$ cat config.mk
export PLATFORM = sky130hd
export DESIGN_NAME = sd_emmc_sdma_engine_flat
export DESIGN_NICKNAME = d
export VERILOG_FILES = /design/src/rtl/sd_emmc_sdma_pkg.sv /design/src/rtl/sd_emmc_sdma_engine_if.sv /design/src/rtl/sd_emmc_sdma_bnd_chk.sv /design/src/rtl/sd_emmc_sdma_engine.sv /design/src/flat_wrapper.sv
export SDC_FILE = /design/constraint.sdc
export NUM_CORES = 1
export LEC_CHECK = 0
export BUFFER_PORTS_ARGS = -buffer_cell sky130_fd_sc_hd__buf_2
export CAP_MARGIN = 20
export CORE_UTILIZATION = 45
export CTS_CLUSTER_SIZE = 28
export DETAILED_ROUTE_END_ITERATION = 10
export GPL_ROUTABILITY_DRIVEN = 0
export GPL_TIMING_DRIVEN = 0
export PLACE_DENSITY_LB_ADDON = 0.08
export SLEW_MARGIN = 20
export SYNTH_ARGS = -nofsm -noshare
export SYNTH_HDL_FRONTEND = slang
export SYNTH_HIERARCHICAL = 1
export SYNTH_SLANG_ARGS = --single-unit
$ cat constraint.sdc
create_clock -name clock -period 6.3 [get_ports clock]
set_input_delay 0.315 -clock clock [delete_from_list [all_inputs] [get_ports clock]]
set_output_delay 0.315 -clock clock [all_outputs]
set_load 0.05 [all_outputs]
$ cat src/rtl/sd_emmc_sdma_pkg.sv
// Shared definitions for the SDMA sequencer: FSM state encoding, the default
// smallest buffer boundary and the helper that turns a boundary code into a
// shift amount.
package sd_emmc_sdma_pkg;

    // Smallest SDMA buffer boundary is 4 KB (2^12); codes 0..7 give 4 KB..512 KB.
    localparam int BND_BASE_LOG2_DEF = 12;

    // Wide enough for any shift into a 32-bit (or up to 64-bit) address.
    localparam int SHIFT_W = 6;

    // FSM state encoding, kept as plain constants for legacy tool flows.
    localparam logic [2:0] ST_IDLE      = 3'd0;
    localparam logic [2:0] ST_REQ       = 3'd1;
    localparam logic [2:0] ST_XFER      = 3'd2;
    localparam logic [2:0] ST_CHECK     = 3'd3;
    localparam logic [2:0] ST_WAIT_ADDR = 3'd4;
    localparam logic [2:0] ST_GAP       = 3'd5;

    typedef logic [2:0]         sdma_state_t;
    typedef logic [SHIFT_W-1:0] bnd_shift_t;

    // Boundary size is 2^(base + code) bytes, so the comparison shift is base + code.
    function automatic bnd_shift_t bnd_shift(input logic [2:0] code, input int base);
        return SHIFT_W'(base) + SHIFT_W'(code);
    endfunction

endpackage

$ cat src/rtl/sd_emmc_sdma_engine_if.sv
// Memory-side handshake of the SDMA sequencer: one request per block
// (mem_req/mem_ack) and a completion pulse once the block has been moved.
interface sd_emmc_sdma_engine_if #(
    parameter int ADDR_W    = 32,
    parameter int BLKSIZE_W = 12
);
    logic                 mem_req;
    logic                 mem_ack;
    logic [ADDR_W-1:0]    mem_addr;
    logic [BLKSIZE_W-1:0] mem_len;
    logic                 blk_done;

    // The sequencer issues requests and consumes acknowledges / block-done pulses.
    modport master (
        output mem_req,
        output mem_addr,
        output mem_len,
        input  mem_ack,
        input  blk_done
    );

    // The memory mover accepts requests and reports block completion.
    modport slave (
        input  mem_req,
        input  mem_addr,
        input  mem_len,
        output mem_ack,
        output blk_done
    );
endinterface

$ cat src/rtl/sd_emmc_sdma_bnd_chk.sv
// Combinational SDMA buffer-boundary crossing detector. A crossing is flagged
// when the old and new addresses fall in different boundary-sized windows, or
// when the address increment wrapped past the top of the address space.
module sd_emmc_sdma_bnd_chk
    import sd_emmc_sdma_pkg::*;
#(
    parameter int ADDR_W = 32
) (
    input  logic [ADDR_W-1:0] old_addr,
    input  logic [ADDR_W-1:0] new_addr,
    input  bnd_shift_t        shift,
    output logic              crossing
);

    logic [ADDR_W-1:0] old_win;
    logic [ADDR_W-1:0] new_win;
    logic              wrapped;

    // Compare boundary window indices; a smaller new address means the add wrapped.
    always_comb begin
        old_win  = old_addr >> shift;
        new_win  = new_addr >> shift;
        wrapped  = (new_addr < old_addr);
        crossing = (old_win != new_win) || wrapped;
    end

endmodule

$ cat src/rtl/sd_emmc_sdma_engine.sv
// SDMA sequencer for the eMMC host controller. Walks system memory one block
// at a time, issuing one memory request per block, and pauses with a dma_int
// pulse whenever a block crosses the programmed SDMA buffer boundary until
// host software supplies a new system address.
// Optional feature: define SD_EMMC_SDMA_BLK_GAP_EN to add block-gap stop
// (stop_at_gap / continue_req / gap_stopped and the GAP state).
module sd_emmc_sdma_engine
    import sd_emmc_sdma_pkg::*;
#(
    parameter int ADDR_W        = 32,
    parameter int BLKCNT_W      = 16,
    parameter int BLKSIZE_W     = 12,
    parameter int BND_BASE_LOG2 = BND_BASE_LOG2_DEF
) (
    input  logic                  clock,
    input  logic                  reset,
    input  logic                  start,
    input  logic                  abort,
    input  logic [ADDR_W-1:0]     init_sys_addr,
    input  logic [2:0]            buf_boundary,
    input  logic [BLKSIZE_W-1:0]  block_size,
    input  logic [BLKCNT_W-1:0]   block_count,
    input  logic                  sys_addr_wr,
    input  logic [ADDR_W-1:0]     sys_addr_in,
`ifdef SD_EMMC_SDMA_BLK_GAP_EN
    input  logic                  stop_at_gap,
    input  logic                  continue_req,
    output logic                  gap_stopped,
`endif
    sd_emmc_sdma_engine_if.master mem,
    output logic                  busy,
    output logic                  dma_int,
    output logic                  xfer_complete,
    output logic [ADDR_W-1:0]     cur_sys_addr,
    output logic [BLKCNT_W-1:0]   blocks_left
);

    sdma_state_t          state_q,    state_d;
    logic [ADDR_W-1:0]    addr_q,     addr_d;
    logic [BLKSIZE_W-1:0] size_q,     size_d;
    logic [BLKCNT_W-1:0]  count_q,    count_d;
    bnd_shift_t           shift_q,    shift_d;
    logic                 cross_q,    cross_d;
    logic                 dma_int_q,  dma_int_d;
    logic                 xfer_cmp_q, xfer_cmp_d;

    logic [ADDR_W-1:0]    next_addr;
    logic                 cross_now;

    // Address of the following block; the add is modulo 2^ADDR_W by width.
    assign next_addr = addr_q + {{(ADDR_W-BLKSIZE_W){1'b0}}, size_q};

    // Crossing check between the current block start and the next one.
    sd_emmc_sdma_bnd_chk #(
        .ADDR_W (ADDR_W)
    ) u_bnd_chk (
        .old_addr (addr_q),
        .new_addr (next_addr),
        .shift    (shift_q),
        .crossing (cross_now)
    );

    // Next-state logic: abort overrides everything, then per-state sequencing.
    always_comb begin
        state_d    = state_q;
        addr_d     = addr_q;
        size_d     = size_q;
        count_d    = count_q;
        shift_d    = shift_q;
        cross_d    = cross_q;
        dma_int_d  = 1'b0;
        xfer_cmp_d = 1'b0;

        if (abort) begin
            // Cancel without any completion or boundary pulse.
            state_d = ST_IDLE;
        end else begin
            case (state_q)
                ST_IDLE: begin
                    if (start) begin
                        if (block_count != '0) begin
                            addr_d  = init_sys_addr;
                            size_d  = block_size;
                            count_d = block_count;
                            shift_d = bnd_shift(buf_boundary, BND_BASE_LOG2);
                            cross_d = 1'b0;
                            state_d = ST_REQ;
                        end else begin
                            // Nothing to move: report completion straight away.
                            xfer_cmp_d = 1'b1;
                        end
                    end
                end

                ST_REQ: begin
                    if (mem.mem_ack) begin
                        state_d = ST_XFER;
                    end
                end

                ST_XFER: begin
                    if (mem.blk_done) begin
                        addr_d  = next_addr;
                        count_d = count_q - BLKCNT_W'(1);
                        cross_d = cross_now;
                        state_d = ST_CHECK;
                    end
                end

                ST_CHECK: begin
                    if (count_q == '0) begin
                        // A crossing on the last block needs no new address.
                        xfer_cmp_d = 1'b1;
                        state_d    = ST_IDLE;
                    end else begin
                        dma_int_d = cross_q;
`ifdef SD_EMMC_SDMA_BLK_GAP_EN
                        if (stop_at_gap) begin
                            // The crossing stays in cross_q and is honoured on continue.
                            state_d = ST_GAP;
                        end else
`endif
                        if (cross_q) begin
                            state_d = ST_WAIT_ADDR;
                        end else begin
                            state_d = ST_REQ;
                        end
                    end
                end

                ST_WAIT_ADDR: begin
                    if (sys_addr_wr) begin
                        addr_d  = sys_addr_in;
                        cross_d = 1'b0;
                        state_d = ST_REQ;
                    end
                end

`ifdef SD_EMMC_SDMA_BLK_GAP_EN
                ST_GAP: begin
                    if (continue_req) begin
                        state_d = cross_q ? ST_WAIT_ADDR : ST_REQ;
                    end
                end
`endif

                default: begin
                    state_d = ST_IDLE;
                end
            endcase
        end
    end

    // State and datapath registers with synchronous clear.
    always_ff @(posedge clock) begin
        if (reset) begin
            state_q    <= ST_IDLE;
            addr_q     <= '0;
            size_q     <= '0;
            count_q    <= '0;
            shift_q    <= '0;
            cross_q    <= 1'b0;
            dma_int_q  <= 1'b0;
            xfer_cmp_q <= 1'b0;
        end else begin
            state_q    <= state_d;
            addr_q     <= addr_d;
            size_q     <= size_d;
            count_q    <= count_d;
            shift_q    <= shift_d;
            cross_q    <= cross_d;
            dma_int_q  <= dma_int_d;
            xfer_cmp_q <= xfer_cmp_d;
        end
    end

    // Outputs decode directly from registered state.
    assign mem.mem_req    = (state_q == ST_REQ);
    assign mem.mem_addr   = addr_q;
    assign mem.mem_len    = size_q;
    assign busy           = (state_q != ST_IDLE);
    assign dma_int        = dma_int_q;
    assign xfer_complete  = xfer_cmp_q;
    assign cur_sys_addr   = addr_q;
    assign blocks_left    = count_q;
`ifdef SD_EMMC_SDMA_BLK_GAP_EN
    assign gap_stopped    = (state_q == ST_GAP);
`endif

endmodule

$ cat src/flat_wrapper.sv
// flat-port wrapper written by rule: the top's interface ports become plain ports
module sd_emmc_sdma_engine_flat import sd_emmc_sdma_pkg::*;
#(
    parameter int ADDR_W        = 32,
    parameter int BLKCNT_W      = 16,
    parameter int BLKSIZE_W     = 12,
    parameter int BND_BASE_LOG2 = BND_BASE_LOG2_DEF
)
  (clock, reset, start, abort, init_sys_addr, buf_boundary, block_size, block_count, sys_addr_wr, sys_addr_in, busy, dma_int, xfer_complete, cur_sys_addr, blocks_left, mem_mem_req, mem_mem_addr, mem_mem_len, mem_mem_ack, mem_blk_done);
  sd_emmc_sdma_engine_if #(.ADDR_W(ADDR_W), .BLKSIZE_W(BLKSIZE_W)) mem_i ();
  input  logic clock;
  input  logic reset;
  input  logic start;
  input  logic abort;
  input  logic [ADDR_W-1:0] init_sys_addr;
  input  logic [2:0] buf_boundary;
  input  logic [BLKSIZE_W-1:0] block_size;
  input  logic [BLKCNT_W-1:0] block_count;
  input  logic sys_addr_wr;
  input  logic [ADDR_W-1:0] sys_addr_in;
  output logic busy;
  output logic dma_int;
  output logic xfer_complete;
  output logic [ADDR_W-1:0] cur_sys_addr;
  output logic [BLKCNT_W-1:0] blocks_left;
  output wire logic [$bits(mem_i.mem_req)-1:0] mem_mem_req;
  output wire logic [$bits(mem_i.mem_addr)-1:0] mem_mem_addr;
  output wire logic [$bits(mem_i.mem_len)-1:0] mem_mem_len;
  input wire logic [$bits(mem_i.mem_ack)-1:0] mem_mem_ack;
  input wire logic [$bits(mem_i.blk_done)-1:0] mem_blk_done;
  assign mem_mem_req = mem_i.mem_req;
  assign mem_mem_addr = mem_i.mem_addr;
  assign mem_mem_len = mem_i.mem_len;
  assign mem_i.mem_ack = mem_mem_ack;
  assign mem_i.blk_done = mem_blk_done;
  sd_emmc_sdma_engine #(.ADDR_W(ADDR_W), .BLKCNT_W(BLKCNT_W), .BLKSIZE_W(BLKSIZE_W), .BND_BASE_LOG2(BND_BASE_LOG2)) u_core (.clock(clock), .reset(reset), .start(start), .abort(abort), .init_sys_addr(init_sys_addr), .buf_boundary(buf_boundary), .block_size(block_size), .block_count(block_count), .sys_addr_wr(sys_addr_wr), .sys_addr_in(sys_addr_in), .mem(mem_i), .busy(busy), .dma_int(dma_int), .xfer_complete(xfer_complete), .cur_sys_addr(cur_sys_addr), .blocks_left(blocks_left));
endmodule
## After elaboration in Yosys (flattened, before gate mapping)

Cells that the tools add are included.

- Bits in registers: 72
- Bits in latches: 0
- Memory bits (writable): 0
- Memory bits (read-only): 0
- Bits of input ports: 102
- Output and inout port bits: 96
- Logic and storage cells: 65
- Memories kept: 0

- $add $sub $neg: 3
- Multipliers: 0
- Divide/modulo/power cells: 0
- Order comparisons: 1
- Equality and inequality tests: 10
- Shift operators: 2
- Multiplexer cells: 26
- Bitwise gates (word level): 2
- Reduce and logical (&&, ||, !) cells: 13

Operator list:

| cell | count |
|---|---|
| $mux W32 | 4 |
| $pmux W32 S3 | 1 |
| $shr A32 B6 Y32 | 2 |
| $mux W16 | 3 |
| $add A32 B12 Y32 | 1 |
| $lt A32 B32 Y1 | 1 |
| $ne A32 B32 Y1 | 1 |
| $pmux W16 S2 | 1 |
| $mux W3 | 7 |
| $logic_not A16 Y1 | 1 |
| $reduce_bool A16 Y1 | 1 |
| $sub A16 B1 Y16 const B | 1 |
| $pmux W3 S5 | 1 |
| $reduce_and A5 Y1 | 2 |
| $mux W1 | 7 |
| $eq A3 B2 Y1 const B | 2 |
| $ne A2 B2 Y1 const B | 3 |
| $reduce_and A6 Y1 | 1 |
| $reduce_bool A3 Y1 | 2 |
| $add A4 B3 Y5 const A | 1 |
| $ne A2 B1 Y1 const B | 2 |
| $reduce_and A4 Y1 | 1 |
| $reduce_or A4 Y1 | 1 |
| $eq A3 B1 Y1 const B | 1 |
| other kinds (8) | 9 |

## Logic depth before layout (Yosys ltp)

Gate-level depths: netlist of run 1.

- Depth in word-level cells: 6
- Gate-level depth with buffers: 20
- Gate-level depth less buffers: 18

## Cells and area by module

The synthesis of run 1 kept the hierarchy.

Modules (own cells, without submodules):

| module | instances | cells an instance | area each (um^2) | seq. area each (um^2) |
|---|---|---|---|---|
| sd_emmc_sdma_engine | 1 | 618 | 4843.4 | 1401.3 |
| sd_emmc_sdma_bnd_chk | 1 | 256 | 2127.0 | 0.0 |

## Least setup slack after synthesis of run 1

Ideal clock, no wire load.

- Path kind: reg-to-reg
- Start point: register u_core.addr_q[0], in the netlist u_core/cur_sys_addr[0]
- End point: register u_core.cross_q
- Setup time: 134 ps
- Arrival time: 4622 ps
- Data required time: 6166 ps
- Setup slack: 1545 ps
- Cell stages (with the launch flop): 21
- Buffers on the path: 2
- Period minus slack after synthesis: 4755 ps
- Cells stage by stage: dfxtp_1 ha_1 fa_1 a21o_1 a221oi_2 o21ai_2 o31a_1 buf_6 buf_6 nand2_1 xnor2_1 mux4_1 xor2_1 nor3_2 or3b_4 a2111oi_4 a31oi_1 nor3_2 o221ai_1 nand3_1 a21oi_1

- Longest elaborated chain between the ends: 6
- Elaborated cells on any way between the ends: 8
- Those cells by class: 1 x add/sub; 1 x order compare; 1 x eq/ne; 2 x shift; 2 x mux; 1 x reduce/logical

Ends and longest elaborated chain:

| element | line | source |
|---|---|---|
| start: declaration | sd_emmc_sdma_engine.sv:39 | `logic [ADDR_W-1:0] addr_q, addr_d;` |
| start signal: assignment | sd_emmc_sdma_engine.sv:167 | `addr_q <= addr_d;` |
| $add A32 B12 Y32 (*) | sd_emmc_sdma_engine.sv:51 | `assign next_addr = addr_q + {{(ADDR_W-BLKSIZE_W){1'b0}}, size_q};` |
| via u_core.next_addr[18] | sd_emmc_sdma_engine.sv:47 | `logic [ADDR_W-1:0] next_addr;` |
| $shr A32 B6 Y32 | sd_emmc_sdma_bnd_chk.sv:22 | `new_win = new_addr >> shift;` |
| $ne A32 B32 Y1 | sd_emmc_sdma_bnd_chk.sv:24 | `crossing = (old_win != new_win) \|\| wrapped;` |
| $logic_or A1 B1 Y1 (*) | sd_emmc_sdma_bnd_chk.sv:24 |  |
| via u_core.cross_now | sd_emmc_sdma_engine.sv:48 | `logic cross_now;` |
| $mux W1 (*) | sd_emmc_sdma_engine.sv:102 | `if (mem.blk_done) begin` |
| $pmux W1 S3 (*) | sd_emmc_sdma_engine.sv:78 | `case (state_q)` |
| end signal: assignment | sd_emmc_sdma_engine.sv:171 | `cross_q <= cross_d;` |
| end: declaration | sd_emmc_sdma_engine.sv:43 | `logic cross_q, cross_d;` |

The timed path passes the listed nets; every way through them passes the cells marked *. The select of a mux whose other input is x is not followed.
A chain may end at the register's enable or synchronous reset.

## Worst setup path after layout of run 1

Same ends and word-level chain as after synthesis.

==> results.toml, run 1 <==
[clock_tree]
cts_setup_buffers = 0
clockRootBuffer = "clkbuf_16"
clock_path_buffers = 2
clkLatencyLatePin_ns = 0.33
cts_resized = 0
cts_buffers = 9
cts.sinks = 70
cts_tree = "yes"
clk_pin_slew_ns = 0.06
htreeDepth = 3
cts-hold-fix-buffers = 0

[global_routing]
grt_start_max_net_pins = 13
gr-total-overflow = 0
antenna_found_initial = 1
grt_pass1_vias = 6977
grt_pass1_wl_um = 37800
grt.total_usage_pct = 30.0

[route]
drc = 0
wirelength_um = 23800
ant_nets = 0
vias = 7565
firstDrtPassIters = 5
routedWlPerCell_um = 18.6
drtIter0Drc = 561
viasPerCell = 5.93

[synthesis]
yosysSeqAreaShare_pct = 20.1
yosysUniqueCellTypes = 81
postSynthAreaPerCell_um2 = 7.98
synth_edf_count = 0
ys_ff_latch = 70
synthCells = 874
synth_flop_cell = "dfxtp_1"
syn_area_um2 = 6970
async_flop_share_pct = 0
ys.warnings.count = 6

[sta]
worst_slew_pin_slew_ns = 0.776
finClkSkew_ns = 0.00667
fin_crit_sh_pct = 85.2
hold_viol_final = 0
relSlewSlack_pct = 48.0
max_freq_mhz = 186
setup_viol = 0
period_needed_ns = 5.37
rsz0062_at_grt = "false"
setup_tns_ns = 0
report.final.slew_viol_count = 0

[placement]
io_buffers = 196
dp_cells = 1259
dp_hpwl_um = 18400

[power_and_ir_drop]
power_density_nw_per_um2 = 205
ir_drop_mv = 0.108
p_leak_nw = 4.08
total_power_mw = 1.75

[final_layout]
final_cell_mix = "buf_2 (209), nor2_1 (84), dfxtp_1 (70)"
nets = 1229
drive_gt1_share_pct = 26.5
area_delta_synth_final_pct = 22.1
final_common_cell = "buf_2"
final_cells = 1276

[floorplan]
pin_count = 198
die_area_um2 = 16000
initial_core_util_pct = 46.0
die_x_um = 126
die_h_um = 126
rows = 45
core_um2 = 15100

[worst_setup_path]
cp_max_fo = 9
crit_top_cell = "nor3_2"
timing.rr.start = "u_core/cur_sys_addr[0]$_SDFFE_PP0P_"
slowest_stage = "mux4_2"
cp-start-kind = "flop"
worst-r2r-setup-slack_ns = 0.93
critPathMaxStageDelay_ns = 0.49
cp_cell_sequence = "ha_1 > fa_1 > a21o_1 > a221oi_2 > o21ai_2 > o31ai_4 > nor2_1 > xnor2_1 > xor2_1 > mux4_2 > nor3_2 > or3b_4 > a2111oi_4 > a31oi_1 > nor3_2 > o221ai_1 > nand3_1 > a21oi_1"
path_class = "flop to flop"
reg2regPathDepth = 18
critPathBufInv = 0
reg2reg_to = "u_core/cross_q$_SDFFE_PP0P_"
crit_family = "compound AO/OA/AOI/OAI gates"
cp.required_ns = 6.49
crit_arrival_ns = 5.55
endpoint_kind = "flop"

[hold_path]
hold_class = "input port to flop"
whs_path_depth = 3
min_to = "u_core/mem.mem_len[11]$_SDFFE_PP0P_"
hold_start = "block_size[11]"

[outcome]
outcome = "finished, final reports clean"

[run]
maxCapViolCount = 0
-- worst max-delay path by stage --
| stage | depth (start not counted) | endpoint | from |
|---|---|---|---|
| 2_1_floorplan | 20 | u_core/cross_q$_SDFFE_PP0P_ | u_core/cur_sys_addr[0]$_SDFFE_PP0P_ |
| 3_3_place_gp | 20 | u_core/cross_q$_SDFFE_PP0P_ | u_core/cur_sys_addr[0]$_SDFFE_PP0P_ |
| 3_5_place_dp | 20 | u_core/cross_q$_SDFFE_PP0P_ | u_core/cur_sys_addr[0]$_SDFFE_PP0P_ |
| 4_1_cts | 18 | u_core/cross_q$_SDFFE_PP0P_ | u_core/cur_sys_addr[0]$_SDFFE_PP0P_ |
| 5_1_grt | 18 | u_core/cross_q$_SDFFE_PP0P_ | u_core/cur_sys_addr[0]$_SDFFE_PP0P_ |
| 6_report | 18 | u_core/cross_q$_SDFFE_PP0P_ | u_core/cur_sys_addr[0]$_SDFFE_PP0P_ |
-- cell type report --
cell class / instances / area (um2)
buffer: 82 / 467
inverter: 46 / 173
multi-input combinational: 677 / 4930
sequential: 70 / 1400
clock buffer: 12 / 246
antenna: 1 / 2.50
fill: 1521 / 6640
timing repair buffer: 196 / 981
tap: 188 / 235
clock inverter: 4 / 70.1
-- worst min-delay path, delay by kind of cell --
family / cells / cell delay [ns]
buffers and inverters: 1 / 0.07
multiplexers: 1 / 0.05
AND/OR/NAND/NOR: 1 / 0.07
-- sequential cells by signal (all words and copies together) (netlist names) --
signal / cells
u_core/blocks_left: 16
u_core/cross_q: 1
u_core/cur_sys_addr: 32
u_core/dma_int: 1
u_core/mem.mem_len: 12
u_core/shift_q: 4
u_core/state_q: 3
u_core/xfer_complete: 1
-- where the power goes --
group | internal [mW] | switching, mW
logic | 0.257 | 0.414
registers | 0.469 | 0.0552
clock network | 0.357 | 0.195
-- metal layers --
| layer | GRT usage, % | share of wire [%] | vias to the layer above |
|---|---|---|---|
| li1 | - | - | 3641 |
| met1 | 41.4 | 45 | 3571 |
| met2 | 48.8 | 46 | 317 |
| met3 | 2.95 | 7.1 | 34 |
| met4 | 10.6 | 2.3 | 2 |
| met5 | 0 | 0.055 | - |
-- logic make-up after synthesis --
family | count (synthesis) | synth area share (%)
other | 1 | 0.0538
AO/OA/AOI/OAI | 238 | 23.7
flip-flops | 70 | 20.1
buffers and inverters | 128 | 9.17
AND/OR/NAND/NOR | 271 | 19.5
XOR/XNOR | 67 | 8.42
adder cells (fa/ha/maj) | 45 | 8.19
multiplexers | 54 | 10.8
-- stage by stage --
| stage | hold slack [ns] | util, % | cell area (um2) | setup WS [ns] |
|---|---|---|---|---|
| after floorplan | 0.394 | - | 6970 | 1.54 |
| after global placement | 0.502 | 54.1 | 8190 | 1.03 |
| after detailed placement | 0.506 | 54.1 | 8190 | 1.02 |
| after CTS | 0.203 | 56.2 | 8510 | 0.982 |
| after global routing | 0.214 | 56.2 | 8510 | 0.667 |
| final | 0.208 | 56.2 | 8510 | 0.934 |
-- cell usage after synthesis (10+ instances only) --
library cell	number	area [um2]
nor3_1	18	90.1
o22ai_1	11	68.8
mux2i_1	36	360
xor2_1	30	263
and3_1	16	100
inv_1	43	161
a221oi_1	12	105
nor4_1	14	87.6
ha_1	44	551
nor2_1	84	315
nand3_1	25	125
a221o_1	10	100
clkbuf_1	32	120
a22oi_1	14	105
a21o_1	16	120
buf_2	13	65.1
o21ai_0	38	190
a21oi_1	54	270
nand2_1	64	240
buf_4	32	240
xnor2_1	37	324
dfxtp_1	70	1400
a31oi_1	11	68.8
No activity file was read; power rests on OpenSTA's default activity.
==> inputs of run 2 (changes only) <==
--- a/config.mk
+++ b/config.mk
@@ -7,6 +7,8 @@
 export LEC_CHECK = 0
 export BUFFER_PORTS_ARGS = -buffer_cell sky130_fd_sc_hd__buf_2
 export CAP_MARGIN = 20
+export CORE_ASPECT_RATIO = 0.8
+export CORE_MARGIN = 1.5
 export CORE_UTILIZATION = 45
 export CTS_CLUSTER_SIZE = 28
 export DETAILED_ROUTE_END_ITERATION = 10
==> constraint.sdc (replaced) <==
create_clock -name clock -period 6.3 [get_ports clock]
set_input_delay 0 -clock clock [delete_from_list [all_inputs] [get_ports clock]]
set_output_delay 0 -clock clock [all_outputs]
set_load 0.05 [all_outputs]
==> run 2 against run 1 <==
Against the previous run: maximum frequency decreased by 0.76%; die area increased by 1.6%; routed wire length increased by 4.7%; hold slack got worse by 0.19 ns; via count increased by 2.2%; count of clock-buffer cells in the layout decreased by 2; global-route usage increased by 0.43 points; critical path depth unchanged; sequential share of layout area decreased by 0.76 points; sequential cell count unchanged; combinational power increased by 3.7%; critical endpoint unchanged.
==> results.toml, run 2 (synthesis gave the netlist of run 1 again) <==
[global_routing]
grt.total_usage_pct = 30.5
grt_start_max_net_pins = 14
grt_pass1_vias = 6974
gr-total-overflow = 0
antenna_found_initial = 2
grt_pass1_wl_um = 38100

[route]
vias = 7734
wirelength_um = 24900
firstDrtPassIters = 5
met1_length_um = 11100
ant_nets = 0
drc = 0
highest-signal-layer = "met5"
viasPerCell = 5.79
drtIter0Drc = 752
wl_met2_um = 11100
route.met3.wl_um = 2150
routedWlPerCell_um = 18.6

[sta]
finClkSkew_ns = 0.00876
report.final.slew_viol_count = 0
fin_crit_sh_pct = 85.8
period_needed_ns = 5.41
max_freq_mhz = 185
worst_slew_pin_slew_ns = 0.749
setup_viol = 0
hold_viol_final = 0
setup_slack_ns = 0.893
rsz0062_at_grt = "false"
relSlewSlack_pct = 49.8
setup_tns_ns = 0

[worst_setup_path]
reg2regPathDepth = 18
cp-start-kind = "flop"
path_class = "flop to flop"
cp.required_ns = 6.51
crit_arrival_ns = 5.62
endpoint_kind = "flop"
cp_max_fo = 9

[final_layout]
largest_reg_flops = 32
drive_gt1_share_pct = 25.8
final_cell_mix = "buf_2 (209), nor2_1 (84), dfxtp_1 (70)"
area_delta_synth_final_pct = 28.0
fill_cells = 1451
fin_area_um2 = 8920
final_common_cell = "buf_2"
final_util_pct = 59.2
final_cells = 1335
nets = 1266

[hold_path]
whs_path_depth = 4
hold_class = "input port to flop"

[clock_tree]
cts-hold-fix-buffers = 37
clkLatencyLatePin_ns = 0.35
cts_buffers = 9
clockRootBuffer = "clkbuf_16"
clock_path_buffers = 2
cts.sinks = 70
cts_tree = "yes"
htreeDepth = 3
cts_resized = 0
cts_setup_buffers = 0
clk_pin_slew_ns = 0.06

[floorplan]
die_area_um2 = 16300
pin_count = 198
die_h_um = 114
core_um2 = 15100
die_x_um = 142
initial_core_util_pct = 46.3
rows = 40

[power_and_ir_drop]
p_leak_nw = 4.25
power_density_nw_per_um2 = 201
ir_drop_mv = 0.190

[placement]
placed_area_um2 = 8220
place_ws_ns = 1.03
dp_hpwl_um = 18800
dp_cells = 1281
io_buffers = 196

[run]
maxCapViolCount = 0

[outcome]
outcome = "finished, final reports clean"
[run 2: cell types whose count changed in the layout (fill, tap and decap cells not counted)]
cell,before,now
clkinv_2,2,0
clkinv_4,0,2
clkbuf_1,34,32
clkinvlp_4,0,1
inv_6,0,1
dlygate4sd3_1,0,37
[run 2: final cells by class]
class                   count  area, um2  area share (%)
diodes                      1       2.50          0.0280
plain buffers              82        467            5.23
clock buffers              10        239            2.68
clock inverters             6       93.8            1.05
inverters                  46        173            1.93
multi-input cells         677       4930            55.3
flip-flops and latches     70       1400            15.7
well taps                 210        263            2.94
repair buffers            233       1350            15.1
[run 2: path summary, 6_finish.rpt]
path	start	endpoint	slack [ns]
max	u_core/cur_sys_addr[0]$_SDFFE_PP0P_	u_core/cross_q$_SDFFE_PP0P_	0.89
min reg2reg	u_core/shift_q[0]$_SDFFE_PP0P_	u_core/shift_q[0]$_SDFFE_PP0P_	0.52
min	mem_mem_ack	u_core/state_q[1]$_SDFFE_PP0P_	0.01
max reg2reg	u_core/cur_sys_addr[0]$_SDFFE_PP0P_	u_core/cross_q$_SDFFE_PP0P_	0.89
[run 2: routing by layer]
layer  GRT usage (%)  vias up
li1                -     3700
met2            47.6      360
met5               0        -
met4            9.07        2
met1            42.5     3640
met3            6.11       32
[run 2: through the flow]
stage | power, mW | hold slack, ns
floorplan | 1.02 | 0.0793
global placement | 1.20 | 0.232
detailed placement | 1.20 | 0.238
CTS | 1.79 | 0.0101
global route | 1.88 | 0.0410
finish | 1.80 | 0.0147
[run 2: worst max-delay path, stage by stage, from the launching register on]
cell and delay, ns:
dfxtp_1 0.36, ha_1 0.25, fa_1 0.40, a21o_1 0.22, a221oi_2 0.44, o21ai_2 0.19
o31ai_4 0.43, nor2_1 0.15, xnor2_1 0.49, xor2_1 0.18, mux4_2 0.49, nor3_2 0.17
or3b_4 0.43, a2111oi_4 0.34, a31oi_1 0.16, nor3_2 0.13, o221ai_1 0.21, nand3_1 0.13
a21oi_1 0.08
[run 2: power breakdown]
group / switching, mW / internal, mW / total (mW)
logic: 0.424 / 0.272 / 0.696
registers: 0.0562 / 0.469 / 0.525
clock network: 0.215 / 0.360 / 0.575
==> inputs of run 3 (changes only) <==
--- a/config.mk
+++ b/config.mk
@@ -10,6 +10,7 @@
 export CORE_ASPECT_RATIO = 0.8
 export CORE_MARGIN = 1.5
 export CORE_UTILIZATION = 45
+export CTS_BUF_LIST = sky130_fd_sc_hd__clkbuf_8
 export CTS_CLUSTER_SIZE = 28
 export DETAILED_ROUTE_END_ITERATION = 10
 export GPL_ROUTABILITY_DRIVEN = 0
==> run 3 against run 2 <==
Against the previous run: sequential share of layout area shrank 0.050 points; sequential cell count stayed put; utilization grew 0.19 points; highest routed layer unchanged; sequential power barely moved; worst setup slack got worse by 0.026 ns; routed wire length about the same; combinational power rose by 0.6%; hold slack better by 0.016 ns; total power down 7.4%; largest cell class unchanged; critical path type unchanged; first-iteration DRC count rose by 1.5%; clock power is 24% lower; critical path depth stayed put.
==> results.toml, run 3 (synthesis gave the netlist of run 1 again) <==
[outcome]
outcome = "finished, final reports clean"

[placement]
io_buffers = 196
place_ws_ns = 1.03
dp_cells = 1281
dp_hpwl_um = 18800

[final_layout]
final_util_pct = 59.4
area_delta_synth_final_pct = 28.4
nets = 1279
largest_reg_flops = 32
fill_cells = 1455
final_cell_mix = "buf_2 (209), nor2_1 (84), dfxtp_1 (70)"
final_common_cell = "buf_2"
drive_gt1_share_pct = 25.5
final_cells = 1348

[route]
drc = 0
ant_nets = 0
vias = 7749
routedWlPerCell_um = 18.5
firstDrtPassIters = 5
viasPerCell = 5.75
wirelength_um = 24900
drtIter0Drc = 763

[power_and_ir_drop]
power_density_nw_per_um2 = 186
ir_drop_mv = 0.159
seq_power_share_pct = 31.5
switching_power_mw = 0.682
p_leak_nw = 4.27
combPwrFrac_pct = 42.1
clock_power_share_pct = 26.4
internal_power_mw = 0.982
p_sw_share_pct = 41.0

[worst_setup_path]
reg2regPathDepth = 18
path_class = "flop to flop"
critPathBufInv = 0
cp_cell_sequence = "ha_1 > fa_1 > a21o_1 > a221oi_2 > o21ai_2 > o31ai_4 > nor2_1 > xnor2_1 > xor2_1 > mux4_2 > nor3_2 > or3b_4 > a2111oi_4 > a31oi_1 > nor3_2 > o221ai_1 > nand3_1 > a21oi_1"
crit_arrival_ns = 5.68
cp.depth = 18
cp.required_ns = 6.55
slowest_stage = "xnor2_1"
cp-startpoint = "u_core/cur_sys_addr[0]$_SDFFE_PP0P_"
cp_max_fo = 9
crit_path_end = "u_core/cross_q$_SDFFE_PP0P_"
cp-start-kind = "flop"
critPathMaxStageDelay_ns = 0.50
reg2reg_to = "u_core/cross_q$_SDFFE_PP0P_"
crit_top_cell = "nor3_2"
timing.rr.start = "u_core/cur_sys_addr[0]$_SDFFE_PP0P_"
endpoint_kind = "flop"
worst-r2r-setup-slack_ns = 0.87
crit_family = "compound AO/OA/AOI/OAI gates"

[clock_tree]
cts.sinks = 70
cts_buffers = 9
clk_pin_slew_ns = 0.09
clock_path_buffers = 2
clockRootBuffer = "clkbuf_8"
cts_setup_buffers = 0
cts_tree = "yes"
clkLatencyLatePin_ns = 0.38
cts-hold-fix-buffers = 50
cts_resized = 0
htreeDepth = 3

[floorplan]
pin_count = 198
die_h_um = 114
rows = 40
core_um2 = 15100
die_x_um = 142
initial_core_util_pct = 46.3
die_area_um2 = 16300

[global_routing]
grt_pass1_wl_um = 38300
antenna_found_initial = 2
grt_pass1_vias = 7076
grt.total_usage_pct = 30.6
grt_start_max_net_pins = 14
gr-total-overflow = 0

[sta]
report.final.slew_viol_count = 0
fin_crit_sh_pct = 86.2
max_freq_mhz = 184
rsz0062_at_grt = "false"
hold_slack_ns = 0.0305
hold_viol_final = 0
setup_viol = 0
relSlewSlack_pct = 46.4
setup_tns_ns = 0
worst_slew_pin_slew_ns = 0.800
setup_slack_ns = 0.867
period_needed_ns = 5.43
finClkSkew_ns = 0.0139

[hold_path]
hold_class = "input port to flop"

[run]
maxCapViolCount = 0
[run 3: cell types whose count changed in the layout (fill, tap and decap cells not counted), sizes merged]
cell and delta:
dlygate4sd3 +13
[run 3: metrics by stage]
step           instance area, um2  total power, mW
2_1_floorplan                6970             1.02
3_3_place_gp                 8220             1.20
3_5_place_dp                 8220             1.20
4_1_cts                      8950             1.66
5_1_grt                      8950             1.75
6_report                     8950             1.66
[run 3: power by group through the flow]
stage                     Clock [mW]  Sequential (mW)  Combinational (mW)
after floorplan                    0            0.598               0.418
after global placement             0            0.534               0.662
after CTS                      0.443            0.524               0.689
after global routing           0.463            0.529               0.754
after detailed placement           0            0.534               0.664
final                          0.439            0.524               0.700
[run 3: how the worst min path moves through the flow]
stage               slack, ns         startpoint                                    to  depth (start not counted)
finish                   0.03     block_count[6]    u_core/blocks_left[6]$_SDFFE_PP0P_                          5
global route             0.03  init_sys_addr[13]  u_core/cur_sys_addr[13]$_SDFFE_PP0P_                          4
CTS                     0.002  init_sys_addr[20]  u_core/cur_sys_addr[20]$_SDFFE_PP0P_                          5
detailed placement       0.24      block_size[8]    u_core/mem.mem_len[8]$_SDFFE_PP0P_                          3
global placement         0.23      block_size[2]    u_core/mem.mem_len[2]$_SDFFE_PP0P_                          3
floorplan                0.08              abort        u_core/state_q[2]$_SDFFE_PP0P_                          1
[run 3: cell type report]
class                   count  area (um2)  area share [%]
diodes                      1        2.50          0.0280
plain buffers              82         467            5.21
clock buffers              10         138            1.54
clock inverters             6        93.8            1.05
inverters                  46         173            1.93
multi-input cells         677        4930            55.1
flip-flops and latches     70        1400            15.7
well taps                 210         263            2.94
repair buffers            246        1480            16.5
[run 3: tightest hold or removal path: cells and delay by family]
kind / cells / cell delay, ns
buf+inv: 1 / 0.11
simple gates: 2 / 0.09
compound gates: 2 / 0.16
[run 3: routing by layer]
| layer | up-vias | GRT usage [%] | part of all wire [%] |
|---|---|---|---|
| li1 | 3725 | - | - |
| met1 | 3643 | 42.6 | 45 |
| met2 | 350 | 48.6 | 45 |
| met3 | 29 | 6.52 | 9.1 |
| met4 | 2 | 6.80 | 1.4 |
| met5 | - | 0 | 0.052 |
